## config.mk

```make
export PLATFORM = sky130hd
export DESIGN_NAME = compare_monitor
export DESIGN_NICKNAME = d
export VERILOG_FILES = /design/src/rtl/compare_monitor.sv
export SDC_FILE = /design/constraint.sdc
export NUM_CORES = 1
export LEC_CHECK = 0
export BUFFER_PORTS_ARGS = -buffer_cell sky130_fd_sc_hd__buf_2
export CAP_MARGIN = 25
export CORE_MARGIN = 2
export CORE_UTILIZATION = 48
export DETAILED_ROUTE_END_ITERATION = 6
export GPL_TIMING_DRIVEN = 0
export HOLD_SLACK_MARGIN = 0.08
export PLACE_DENSITY = 0.7
export SYNTH_ARGS = -nofsm -noshare
export SYNTH_HDL_FRONTEND = slang
export SYNTH_SLANG_ARGS = --single-unit
export TNS_END_PERCENT = 20
```

## constraint.sdc

```tcl
create_clock -name clk -period 3.7 [get_ports clk]
set_clock_uncertainty 0.2 [all_clocks]
set_input_delay 0.555 -clock clk [delete_from_list [all_inputs] [get_ports clk]]
set_output_delay 0.555 -clock clk [all_outputs]
set_load 0.05 [all_outputs]
```

## src/rtl/compare_monitor.sv

```systemverilog
// rtl/compare_monitor.sv - lock/mismatch monitor for the delayed-equality comparator (optional COMPARE_MON_TSTAMP_EN)
module compare_monitor #(
  parameter int WARMUP_CYCLES = 3,
  parameter int LOCK_COUNT    = 16,
  parameter int ACQ_TIMEOUT   = 256,
  parameter int MAX_ERR       = 4,
  parameter int CNT_WIDTH     = 16
) (
  input  logic                 clk,
  input  logic                 rst,
  input  logic                 start,
  input  logic                 stop,
  input  logic                 equal,
  output logic                 busy,
  output logic                 locked,
  output logic                 error,
  output logic [CNT_WIDTH-1:0] mismatch_count,
  output logic [2:0]           state
`ifdef COMPARE_MON_TSTAMP_EN
  ,
  output logic [CNT_WIDTH-1:0] first_err_cycle
`endif
);

  typedef enum logic [2:0] {
    ST_IDLE    = 3'd0,
    ST_WARMUP  = 3'd1,
    ST_ACQUIRE = 3'd2,
    ST_LOCKED  = 3'd3,
    ST_FAIL    = 3'd4
  } state_t;

  localparam logic [CNT_WIDTH-1:0] WARM_LAST = CNT_WIDTH'(WARMUP_CYCLES - 1);
  localparam logic [CNT_WIDTH-1:0] LOCK_LAST = CNT_WIDTH'(LOCK_COUNT - 1);
  localparam logic [CNT_WIDTH-1:0] TMO_LAST  = CNT_WIDTH'(ACQ_TIMEOUT - 1);
  localparam logic [CNT_WIDTH-1:0] ERR_LIMIT = CNT_WIDTH'(MAX_ERR);
  localparam logic [CNT_WIDTH-1:0] CNT_MAX   = '1;

  state_t               state_q, state_d;
  logic [CNT_WIDTH-1:0] warm_q, warm_d;
  logic [CNT_WIDTH-1:0] run_q, run_d;
  logic [CNT_WIDTH-1:0] tmo_q, tmo_d;
  logic [CNT_WIDTH-1:0] mm_q, mm_d;
  logic [CNT_WIDTH-1:0] mm_inc;
  logic                 err_q, err_d;
  logic                 busy_q, busy_d;
  logic                 locked_q, locked_d;

  // Saturating next value of the mismatch counter.
  always_comb begin
    mm_inc = (mm_q != CNT_MAX) ? mm_q + 1'b1 : mm_q;
  end

  // Next-state and counter updates; stop beats start, start restarts from any state.
  always_comb begin
    state_d = state_q;
    warm_d  = warm_q;
    run_d   = run_q;
    tmo_d   = tmo_q;
    mm_d    = mm_q;
    err_d   = err_q;
    if (stop) begin
      if (state_q != ST_IDLE) begin
        state_d = ST_IDLE;
      end
    end else if (start) begin
      state_d = ST_WARMUP;
      warm_d  = '0;
      run_d   = '0;
      tmo_d   = '0;
      mm_d    = '0;
      err_d   = 1'b0;
    end else begin
      case (state_q)
        ST_WARMUP: begin
          if (warm_q == WARM_LAST) begin
            state_d = ST_ACQUIRE;
          end else begin
            warm_d = warm_q + 1'b1;
          end
        end
        ST_ACQUIRE: begin
          tmo_d = tmo_q + 1'b1;
          if (equal) begin
            run_d = run_q + 1'b1;
            if (run_q == LOCK_LAST) begin
              state_d = ST_LOCKED;
            end
          end else begin
            run_d = '0;
          end
          // A lock completing on the timeout cycle takes priority.
          if (state_d != ST_LOCKED && tmo_q == TMO_LAST) begin
            state_d = ST_FAIL;
            err_d   = 1'b1;
          end
        end
        ST_LOCKED: begin
          if (!equal) begin
            mm_d = mm_inc;
            if (mm_inc == ERR_LIMIT) begin
              state_d = ST_FAIL;
              err_d   = 1'b1;
            end
          end
        end
        default: begin
        end
      endcase
    end
  end

  // Status outputs are registered from the next state so they track state_q exactly.
  always_comb begin
    busy_d   = (state_d == ST_WARMUP) || (state_d == ST_ACQUIRE) || (state_d == ST_LOCKED);
    locked_d = (state_d == ST_LOCKED);
  end

  // State and counter registers.
  always_ff @(posedge clk or negedge rst) begin
    if (!rst) begin
      state_q  <= ST_IDLE;
      warm_q   <= '0;
      run_q    <= '0;
      tmo_q    <= '0;
      mm_q     <= '0;
      err_q    <= 1'b0;
      busy_q   <= 1'b0;
      locked_q <= 1'b0;
    end else begin
      state_q  <= state_d;
      warm_q   <= warm_d;
      run_q    <= run_d;
      tmo_q    <= tmo_d;
      mm_q     <= mm_d;
      err_q    <= err_d;
      busy_q   <= busy_d;
      locked_q <= locked_d;
    end
  end

  assign busy           = busy_q;
  assign locked         = locked_q;
  assign error          = err_q;
  assign mismatch_count = mm_q;
  assign state          = state_q;

`ifdef COMPARE_MON_TSTAMP_EN
  logic [CNT_WIDTH-1:0] cyc_q, cyc_d;
  logic [CNT_WIDTH-1:0] fe_q, fe_d;
  logic                 first_mm;

  // The first mismatch the FSM actually counts in this session.
  assign first_mm = !stop && !start && (state_q == ST_LOCKED) && !equal && (mm_q == '0);

  // Session cycle counter and first-error timestamp capture.
  always_comb begin
    cyc_d = cyc_q;
    fe_d  = fe_q;
    if (start && !stop) begin
      cyc_d = '0;
      fe_d  = '0;
    end else begin
      if (busy_q && cyc_q != CNT_MAX) begin
        cyc_d = cyc_q + 1'b1;
      end
      if (first_mm) begin
        fe_d = cyc_q;
      end
    end
  end

  // Timestamp registers.
  always_ff @(posedge clk or negedge rst) begin
    if (!rst) begin
      cyc_q <= '0;
      fe_q  <= '0;
    end else begin
      cyc_q <= cyc_d;
      fe_q  <= fe_d;
    end
  end

  assign first_err_cycle = fe_q;
`endif

endmodule
```

## Word level (Yosys, flattened, before mapping)

Cells that the tools add are included.

- Bits in registers: 70
- Input bits: 5
- Word-level logic and storage cells: 72
- Output and inout bits: 22

- Bitwise gates (word level): 1
- Muxes and demuxes: 30
- Equality and inequality tests: 17
- Reduce and logical (&&, ||, !) cells: 12
- $add $sub $neg: 4

Operators by type and width:

| kind | number |
|---|---|
| 2-to-1 mux 16 bit | 12 |
| adder 16 x 1 -> 16 bit, second input constant | 4 |
| 2-to-1 mux 3 bit | 12 |
| == test 16 x 2 -> 1 bit, second input constant | 1 |
| == test 16 x 3 -> 1 bit, second input constant | 1 |
| == test 16 x 4 -> 1 bit, second input constant | 1 |
| == test 16 x 8 -> 1 bit, second input constant | 1 |
| != test 16 bit, second input constant | 1 |
| == test 3 x 2 -> 1 bit, second input constant | 4 |
| != test 3 bit, second input constant | 3 |
| one-hot mux 3 bit (3 select lines) | 1 |
| == test 3 x 1 -> 1 bit, second input constant | 2 |
| AND reduction 3 bit | 2 |
| nonzero test 2 bit | 3 |
| nonzero test 3 bit | 2 |
| AND reduction 5 bit | 1 |
| 2-to-1 mux 1 bit | 4 |
| != test 2 bit, second input constant | 2 |
| != test 3 x 2 -> 1 bit, second input constant | 1 |
| logical OR 1 bit | 2 |
| one-hot mux 1 bit (2 select lines) | 1 |
| AND reduction 2 bit | 1 |
| logical AND 1 bit | 1 |
| NOT 1 bit | 1 |

## Depth between registers and ports, before layout

Gate-level depths: netlist (run 1).

- Depth after elaboration: 15
- Mapped depth: 10
- Depth with buffers taken out: 9

## Worst setup path after synthesis (run 1)

Ideal clock, no wire load.

- Kind: register -> register
- From: register mismatch_count[0] (netlist name)
- To: register warm_q[6]
- Cell stages (with the launch flop): 11
- Period minus slack after synthesis: 3.649 ns
- Setup time: 0.128 ns
- Path buffers: 2
- Arrival time: 3.322 ns
- Setup slack: 0.051 ns
- Cell sequence: dfrtp_1 ha_1 buf_2 nand4_4 or4_1 xor2_1 nand4_1 o41a_1 buf_6 nor4_1 mux2_1

RTL lines:

| what | RTL line | text |
|---|---|---|
| to (signal assigned) | 132 | `warm_q <= warm_d;` |
| to (decl) | 40 | `logic [CNT_WIDTH-1:0] warm_q, warm_d;` |

==> results summary, run 1 <==
The flow ran to the end, and the final reports show no timing, DRC or antenna violations. The number of warnings printed during yosys synthesis is 0. The antenna cell count came out at 0. The final standard cell count with taps included and fillers excluded came out at 625. Counting every sink on the clock net gives 70. After layout, the worst setup slack is 218.6 ps. The first global-routing pass estimated 16.56 mm of wire. Along the worst path, the maximum fanout reaches 10.

The cell row count is 34. The number of global-route vias before repair came out at 3547. The die covers 9607 um2.

Leaving out fill and tap cells, the most frequent cell in the layout is dfrtp_1. The fraction of the cycle the final worst path needs is 0.9409. The hold violation total from the final report was 0. The instance count after placement with tap cells included is 607. The count of vias placed by the detailed router came out at 3660. By area, the combinational part of the netlist is dominated by simple AND/OR/NAND/NOR gates. The leading register cell type out of synthesis is dfrtp_1. From synthesis to final layout, the design area changed by 12.24%. After clock tree synthesis, the clock-pin slew on the worst setup and hold paths is 80 ps. In this run the mean area of a mapped cell was 8.970 um2.

The overall power consumption came out at 1.594 mW. The worst slack on hold paths is 112.4 ps. The die span in y came out at 98.02 um.

In this run the static leakage power is 2.088 nW. The register bit count reported by yosys came out at 70. The area fraction in and, or, nand and nor cells after synthesis is 0.2928. The number of search-and-repair iterations in the first detailed-routing pass is 4. The number of remaining DRC errors came out at 0. The adder-cell share of the synthesized area is 0.01474. Setup repair after global routing left no endpoint under its margin.

The routed design has 9.692 mm of wire. The accumulated negative setup slack is 0 ps. Detailed placement ended at an HPWL of 6.777 mm. The total power per unit cell area came out at 334.7 nW/um2. The count of pins over their slew limit is 0. The share of total power dissipated in sequential elements is 0.498. Summed over all nets, the switching power comes to 0.4056 mW. The area of the core is 8636 um2. The worst-margin pin slew came out at 907.4 ps. The xor and xnor fraction of the mapped netlist area is 0.05986.

The tree is rooted in a clkbuf_8. The number of synthesized flops with an enable pin came out at 0. The violation count after the first detailed-route iteration is 209. Of the total power, the clock network draws 0.434.

The area occupied by registers came out at 1753 um2. Once placement finished, the instance area stood at 4511 um2. The tool flagged a number of max-cap violations equal to 0.

The internal portion of the total power is 1.188 mW. Routability-driven placement finished with a final weighted congestion of 0.9184. The synthesized instance count is 473. The remaining number of nets flagged by the antenna check after routing came out at 0. The utilization after layout is 0.5514. The placement-stage worst setup slack came out at 97.76 ps. The total global routing track utilization is 0.2068. The layout filler cell count is 787.

The effective utilization at floorplan came out at 0.4913. Leaving out fill and tap cells, the most frequent cells in the layout are 69 x dfrtp_1, 57 x nor2_1, 37 x nand2_1. The final layout contains 522 nets.

The total CTS buffers is 9. The proportion of total power due to net switching came out at 0.2545. Data on the critical path is required at its endpoint by 3730 ps. The worst path arrival time came out at 3510 ps.

The later-pin clock latency in the skew report is 350 ps. The number of top-level pins is 27. The post-synthesis compound-gate area fraction is 0.1483. The floorplan die width came out at 98.02 um. The worst setup path is of the flip-flop to flip-flop kind. The initial antenna violation count is 0. The post-layout minimum cycle time is 3481 ps. The worst vdd rail ir drop came out at 153.2 uV. Counting distinct cell types in the post-synthesis netlist gives 66. The worst max-slew margin expressed relative to the limit is 0.3950. Buffers inserted to repair hold after CTS numbered 0.

The share of synthesized area occupied by flip-flops and latches is 0.4129. The area used by multi-input combinational logic came out at 2331 um2. The H-tree depth is 3. The highest clock rate came out at 287.2 MHz. The total congestion overflow after global routing came out at 0. The fraction of final layout cells sized beyond drive strength 1 is 0.1509. The synthesized net count came out at 483.

TritonCTS built the clock tree. The number of buffer cells added on primary ports came out at 26. The worst hold path belongs to the class input port to asynchronous set/reset pin. STA classifies the critical path startpoint as a flip-flop.

The via density per instance came out at 5.856. The mapped netlist covers 4243 um2. The multiplexer fraction of the synthesized cell area is 0.03126. Entering global routing, the biggest net connects 71 pins. The worst setup path is captured at a flip-flop.

No sink is reached through more buffers than the 2 on the longest clock path. With fillers left out, the area of the finished cells amounts to 4762 um2. For this run, asynchronously set or reset flops after synthesis account for 1.000. The average routed wire per standard cell is 15.51 um. Of the total power, combinational logic draws 0.068.

The number of failing setup endpoints in the final timing report came out at 0.
-- cell type report --
type	count	share of cell area
tap	108	0.02838
clock buffer	9	0.02601
multi-input combinational	363	0.4895
sequential	70	0.3681
buffer	25	0.02444
timing repair buffer	28	0.03100
inverter	15	0.01182
clock inverter	7	0.02076
-- kinds of logic (layout without fill, tap and decap cells) --
| group | after synthesis | in the layout |
|---|---|---|
| XOR/XNOR | 29 | 29 |
| flip-flops | 70 | 70 |
| buffers and inverters | 40 | 84 |
| AO/OA/AOI/OAI | 90 | 90 |
| adder cells (fa/ha/maj) | 5 | 5 |
| multiplexers | 13 | 13 |
| AND/OR/NAND/NOR | 226 | 226 |
-- worst paths after layout --
| path | slack [ps] | cells after the start | from | end |
|---|---|---|---|---|
| max in group asynchronous | 2530 | 1 | rst | mismatch_count[0] |
| min | 110 | 1 | rst | warm_q[12] |
| min in group clk | 350 | 2 | tmo_q[15] | tmo_q[15] |
| max reg2reg | 220 | 10 | mismatch_count[1] | warm_q[6] |
| max | 220 | 10 | mismatch_count[1] | warm_q[6] |
| min reg2reg | 350 | 2 | tmo_q[15] | tmo_q[15] |
-- registers in the layout (all words and copies together) (netlist names) --
signal,count
mismatch_count,16
run_q,16
tmo_q,16
warm_q,16
state,3
busy,1
error,1
locked,1
-- power by group through the flow --
stage	Sequential, mW	Clock [mW]	Combinational, mW
final	0.793	0.692	0.109
after global routing	0.796	0.733	0.123
after CTS	0.793	0.705	0.110
after detailed placement	0.808	0	0.110
after global placement	0.807	0	0.107
after floorplan	0.814	0	0.0601
-- cell usage after synthesis, types with 3 or more instances --
master    count  area share
o31ai_1       5      0.0088
or3_1         6      0.0088
nand2_1      37       0.033
nor3_1       18       0.021
nand3_1      24       0.028
dfrtp_1      70        0.41
xor2_1       17       0.035
nor2_1       57       0.050
nor4_1       13       0.019
nor4b_1       3      0.0062
ha_1          5       0.015
o211a_1       3      0.0071
and3_1       10       0.015
nor2b_1       3      0.0044
nor3b_1       3      0.0053
a21oi_1      17       0.020
nand4_1      19       0.028
or4_1         7       0.012
nand2b_1      8       0.012
mux2i_1      11       0.026
xnor2_1      12       0.025
inv_1        15       0.013
a31oi_1       6      0.0088
buf_2        10       0.012
clkbuf_1     12       0.011
a22o_1        6       0.012
o21ai_0      26       0.031
-- worst max-delay path, cell delays in order (launching register included) --
cell and delay (ps):
dfrtp_1 430, ha_1 160, buf_2 190, nand4_4 200
or4_4 580, xor2_1 150, nand4_1 190, o41a_1 430
buf_6 170, nor4_1 300, mux2_1 350
-- what timing repair did --
action / in CTS / in global routing
endpoints found under the setup margin: 0 / 16
buffers inserted: 0 / 2
resized for setup: 0 / 7
-- routing by layer --
metal  up-vias  GRT usage  wire length, um
met3        14    0.04080              397
met5         -          0                0
met4         0    0.06090              130
met2        82     0.3303             4536
met1      1757     0.2870             4627
li1       1807          -                -
Power figures use the tool's default switching activity.
==> run 2: changes to the inputs <==
Settings changed: BUFFER_PORTS_ARGS -buffer_cell sky130_fd_sc_hd__buf_2 to -buffer_cell sky130_fd_sc_hd__buf_4.
==> run 2 against run 1 <==
Net effect:
- total power grew 12%
- sequential power is essentially flat
- count of clock-buffer cells in the layout is the same
- core utilization grew 1.3 points
- critical endpoint unchanged
- largest power group is now the clock network
- largest cell class unchanged
- critical path depth is the same
- design area grew 2.4%
- final cell count shrank 0.48%
==> results summary, run 2 (synthesis gave the netlist of run 1 again) <==
The flow ran to the end, and the final reports show no timing, DRC or antenna violations. Entering global routing, the biggest net connects 71 pins. The fraction of the cycle the final worst path needs is 0.9576.

The count of pins over their slew limit is 0. The die span in y came out at 98.02 um. The number of search-and-repair iterations in the first detailed-routing pass came out at 5. The critical path in this run is classified as flip-flop to flip-flop. The cell row count came out at 34. In this run the worst path has a maximum fanout of 10. The combinational share of power came out at 0.063. Once routing completed, OpenROAD measured the worst setup slack at 156.9 ps. The antenna cell count is 0. The weighted congestion reported at the end of routability-driven placement came out at 0.9170. Summed over all cells, the static leakage comes to 2.115 nW. The detailed router finished its first iteration with 212 violations. The worst path arrival time came out at 3570 ps. The floorplan die width came out at 98.02 um. The post-synthesis to final-layout area growth came out at 14.92%. The number of max-capacitance violations reported is 0. The effective utilization at floorplan came out at 0.4913.

The accumulated negative setup slack is 0 ps. The top cell types in the final layout, fill and taps aside, are 68 x dfrtp_1, 57 x nor2_1, 37 x nand2_1. The worst-margin pin slew is 893.2 ps. The library cell used most frequently in the layout, excluding fill and tap cells, is dfrtp_1. The proportion of total power due to net switching came out at 0.2199. The number of failing setup endpoints in the final timing report came out at 0. The worst reg2reg path depth came out at 10. STA classifies the critical path endpoint as a flip-flop. The clock root buffer is clkbuf_8.

Summed over all layers, the routed wires come to 9.785 mm. The total CTS buffers is 9. The first-pass GRT wire length came out at 16.90 mm.

The routed design uses 335 um of met3 wire. In this run the power density over the cells is 366.1 nW/um2. The proportion of power drawn by the clock network is 0.493. The H-tree depth came out at 3. The number of top-level pins came out at 27.

The final standard cell count with taps included and fillers excluded came out at 622. The sequential cells in the finished layout cover a total of 1754 um2. The initial antenna violation count is 0. The number of buffer cells added on primary ports is 26. In this run the power spent charging and discharging nets is 0.3925 mW. The worst path needs 3543 ps of the cycle, external delays included. The floorplan step defined a core boundary enclosing 8636 um2. TritonCTS built the clock tree. In this run the post-CTS setup repair buffer count came out at 0. The via density per instance is 5.929. The clock slew at the register clock pins of the worst setup and hold paths is 80 ps.

Internal power comes to 1.392 mW. The total die area came out at 9607 um2. After clock tree synthesis, the repair step resized 0 gates. The overall power consumption came out at 1.785 mW. The hold violation total from the final report came out at 0. The highest clock rate is 282.2 MHz. The net count of the finished layout is 520. The worst vdd rail ir drop came out at 156.9 uV.

After detailed routing, no signal wire sits above met4. The number of global-route vias before repair is 3550. The critical path required time is 3730 ps. The detailed route wirelength on metal2 is 4.672 mm. The detailed router put a total of 4.671 mm of wire on met1.

The layout filler cell count is 768. The average routed wire per standard cell came out at 15.73 um. The worst hold path belongs to the class input port to asynchronous set/reset pin.

The utilization after layout came out at 0.5646. The count of vias placed by the detailed router is 3688. The later-pin clock latency in the skew report is 350 ps. The clock net in this run drives a total of 70 sinks.

The number of remaining DRC errors is 0. The area used by multi-input combinational logic is 2337 um2. The remaining number of nets flagged by the antenna check after routing came out at 0.

Prior to clock tree synthesis, the placed netlist has a worst setup slack of 79.91 ps. The fraction of final layout cells sized beyond drive strength 1 came out at 0.1479. The worst setup path is launched from a flip-flop. The clock passes through at most 2 buffers. The total global routing track utilization is 0.2124. After clock tree synthesis, the flow added hold-fix buffers numbering 0. The worst max-slew margin expressed relative to the limit is 0.4045. Once placement completed, the tool counted placed cells totaling 607. Setup repair after global routing left no endpoint under its margin. The estimated wirelength of the detail-placed design is 6.751 mm.

Of the total power, registers draw 0.444. The total congestion overflow after global routing is 0.
## run 2: changes by cell type in the layout (fill, tap and decap cells not counted), sizes merged
cell	delta
buf	-2
bufinv	+3
clkinvlp	-4
## run 2: layer usage
layer,global-route usage,vias up
li1,-,1814
met1,0.2953,1801
met2,0.3425,64
met3,0.03722,9
met4,0.06197,0
met5,0,-
## run 2: critical path: stages, from the launching register on
cell and delay [ps]:
dfrtp_2 420, ha_1 150, buf_2 190, nand4_4 190, or4_4 580, xor2_1 140, nand4_1 200, o41a_1 450
buf_6 180, nor4_1 370, mux2_1 360
## run 2: power groups by stage
stage                     Sequential (mW)  Combinational, mW  Clock, mW
final                               0.793              0.112      0.880
after global routing                0.795              0.127      0.927
after CTS                           0.793              0.113      0.896
after detailed placement            0.808              0.112          0
after global placement              0.807              0.110          0
after floorplan                     0.814             0.0601          0
## run 2: worst paths after layout
kind,from,end,slack [ps]
setup / recovery,mismatch_count[0],warm_q[6],160
hold / removal,rst,warm_q[12],130
setup reg to reg,mismatch_count[0],warm_q[6],160
hold reg to reg,run_q[1],run_q[1],360
max in group asynchronous,rst,mismatch_count[0],2550
min in group clk,run_q[1],run_q[1],360
## run 2: final cells by class
class	count	area share
Multi-Input combinational cell	363	0.4793
Sequential cell	70	0.3598
Timing Repair Buffer	26	0.04003
Clock inverter	6	0.03259
Tap cell	108	0.02771
Clock buffer	9	0.02540
Buffer	25	0.02361
Inverter	15	0.01155
## run 2: metrics by stage
step | cell area, um2 | hold WS [ps]
2_1_floorplan | 4243 | 59.41
3_3_place_gp | 4573 | 331.2
3_5_place_dp | 4573 | 346.1
4_1_cts | 4856 | 171.3
5_1_grt | 4876 | 219.8
6_report | 4876 | 130.1
==> run 3: changes to the inputs <==
Settings changed: ABC_CLOCK_PERIOD_IN_PS set to 3800.
Clock period 3.7 ns to 3.8 ns, I/O delays scaled along.
==> run 3 against run 2 <==
Net effect:
- critical path depth did not move
- setup slack improved by 10 ps
- design area fell by 0.15%
- worst hold slack improved by 12 ps
==> results summary, run 3 (synthesis gave the netlist of run 1 again) <==
The total congestion overflow after global routing is 0. The switching power summed over all nets is 0.3863 mW. The number of global-route vias before repair is 3550. The post-layout minimum cycle time is 3633 ps. The number of max-capacitance violations reported came out at 0.

The slowest stage of the critical path is the or4_1 cell. The clock root buffer is clkbuf_8. The average routed wire per standard cell came out at 15.83 um.

The weighted congestion reported at the end of routability-driven placement is 0.9170. In this run the remaining antenna-violating nets after routing total 0. The instance count after placement with tap cells included is 607. The critical path class is flip-flop to flip-flop. The path class of the tightest hold or removal check is input port to asynchronous set/reset pin. The number of search-and-repair iterations in the first detailed-routing pass came out at 4.

The run finished with clean final reports. Walking the worst path, the cells encountered are ha_1, buf_2, nand4_4, or4_1, xor2_1, nand4_1, o41a_1, buf_6, nor4_1, mux2_1. In this run the static leakage power is 2.114 nW. Post-CTS repair changed the size of 0 cells. For the worst setup path, the data arrival time is 3670 ps. The sum of routed wire length over all layers is 9.849 mm. The worst-margin pin slew is 892.1 ps. In this run, the number of DRC markers left after iteration 0 of detailed routing was 223. In this run the horizontal extent of the chip is 98.02 um. The count of pins over their slew limit came out at 0. The detailed router used layers up to and including met4.

The initial utilization of the core area, before any placement, comes to 0.4913. The initialized floorplan defines 34 standard-cell rows. The count of vias placed by the detailed router is 3674. The wire length on met1 came out at 4.723 mm. The initial antenna violation count came out at 0. The die span in y came out at 98.02 um. The number of buffer cells added on primary ports came out at 26.

The total met3 wirelength after detailed routing came out at 398 um. The hold violation total from the final report is 0. The placement-stage worst setup slack is 179.9 ps. Counting along the longest clock path gives a buffer depth of 2.

The fraction of the cycle the final worst path needs came out at 0.9560. The worst max-slew margin expressed relative to the limit came out at 0.4053. The number of hold buffers added after cts is 0.

The detailed route wirelength on metal2 is 4.617 mm. Leaving out fill and tap cells, the most frequent cells in the layout are 70 x dfrtp_1, 57 x nor2_1, 37 x nand2_1. The worst-case setup margin in the final layout came out at 167.0 ps. The via density per instance is 5.907. For this run, the number of standard cells in the final layout without fillers is 622. The later-pin clock latency in the skew report came out at 350 ps. The net count of the finished layout came out at 520. The area of the core is 8636 um2. Setup repair after global routing could not meet its margin everywhere. The fraction of final layout cells sized beyond drive strength 1 came out at 0.1401.

The delay of the slowest critical-path stage is 620 ps. The die covers 9607 um2. TritonCTS built the clock tree. The estimated wirelength of the detail-placed design is 6.751 mm.

The register share of total power came out at 0.443. The post-CTS setup-driven buffer insertion count came out at 0. The worst setup path is captured at a flip-flop. The proportion of power drawn by the clock network is 0.494. The TritonCTS sink count is 70.

The accumulated negative setup slack came out at 0 ps. Compared with the post-synthesis result, the final layout area differs by 14.74%. The total global routing track utilization is 0.2124. The number of remaining DRC errors came out at 0. The overall power consumption is 1.742 mW. The worst vdd rail ir drop is 154.1 uV. The clock slew at the register clock pins of the worst setup and hold paths came out at 80 ps. The total CTS buffers came out at 9. The number of top-level pins is 27.

The number of failing setup endpoints in the final timing report is 0. The combinational share of power came out at 0.063. Leaving out fill and tap cells, the most frequent cell in the layout is dfrtp_1. For this run, the top clock speed supported by timing is 275.3 MHz. In this run the register-to-register setup slack is 170 ps. STA classifies the critical path startpoint as a flip-flop. The antenna cell count is 0.

The cell-internal power came out at 1.356 mW. The first global-routing pass estimated 16.90 mm of wire. The maximum fanout along the worst path is 10.

The H-tree depth is 3. The total power per unit cell area came out at 357.8 nW/um2. At the worst endpoint, the required time is 3830 ps. The proportion of total power due to net switching came out at 0.2217. Entering global routing, the biggest net connects 71 pins.
## run 3: critical path: cells and delay by family, from the launching register on
family	cells	cell delay (ps)
XOR/XNOR	1	160
buffers and inverters	2	370
adder cells (fa/ha/maj)	1	170
AO/OA/AOI/OAI	1	450
AND/OR/NAND/NOR	4	1360
flip-flops	1	450
multiplexers	1	350
## run 3: final cells by class
class,count,area [um2]
fillers,770,3767
multi-input cells,363,2333
flip-flops and latches,70,1752
repair buffers,26,195.2
clock inverters,6,158.9
well taps,108,135.1
clock buffers,9,123.9
plain buffers,25,113.9
inverters,15,56.30
## run 3: path summary, 6_finish.rpt
path,start,end,depth (start not counted)
worst max-delay path,mismatch_count[0],warm_q[6],10
worst min-delay path,rst,warm_q[12],1
worst max register to register,mismatch_count[0],warm_q[6],10
worst min register to register,run_q[1],run_q[1],2
max in group asynchronous,rst,run_q[4],1
min in group clk,run_q[1],run_q[1],2
## run 3: routing by layer
layer	vias to the layer above	track usage
met5	-	0
met4	0	0.06197
met3	8	0.03722
met2	64	0.3425
met1	1789	0.2953
li1	1813	-
## run 3: power by group through the flow
stage	Combinational (mW)	Sequential, mW	Clock (mW)
6_report	0.109	0.773	0.860
5_1_grt	0.124	0.775	0.902
4_1_cts	0.110	0.772	0.872
3_5_place_dp	0.109	0.787	0
3_3_place_gp	0.107	0.786	0
2_1_floorplan	0.0585	0.792	0
## run 3: per-stage QoR
| step | hold WS, ps | cell area, um2 | util |
|---|---|---|---|
| floorplan | 74.41 | 4243 | - |
| global placement | 331.2 | 4573 | 0.5296 |
| global route | 234.8 | 4868 | 0.5638 |
| finish | 142.4 | 4868 | 0.5638 |
| CTS | 186.3 | 4856 | 0.5623 |
| detailed placement | 346.1 | 4573 | 0.5296 |
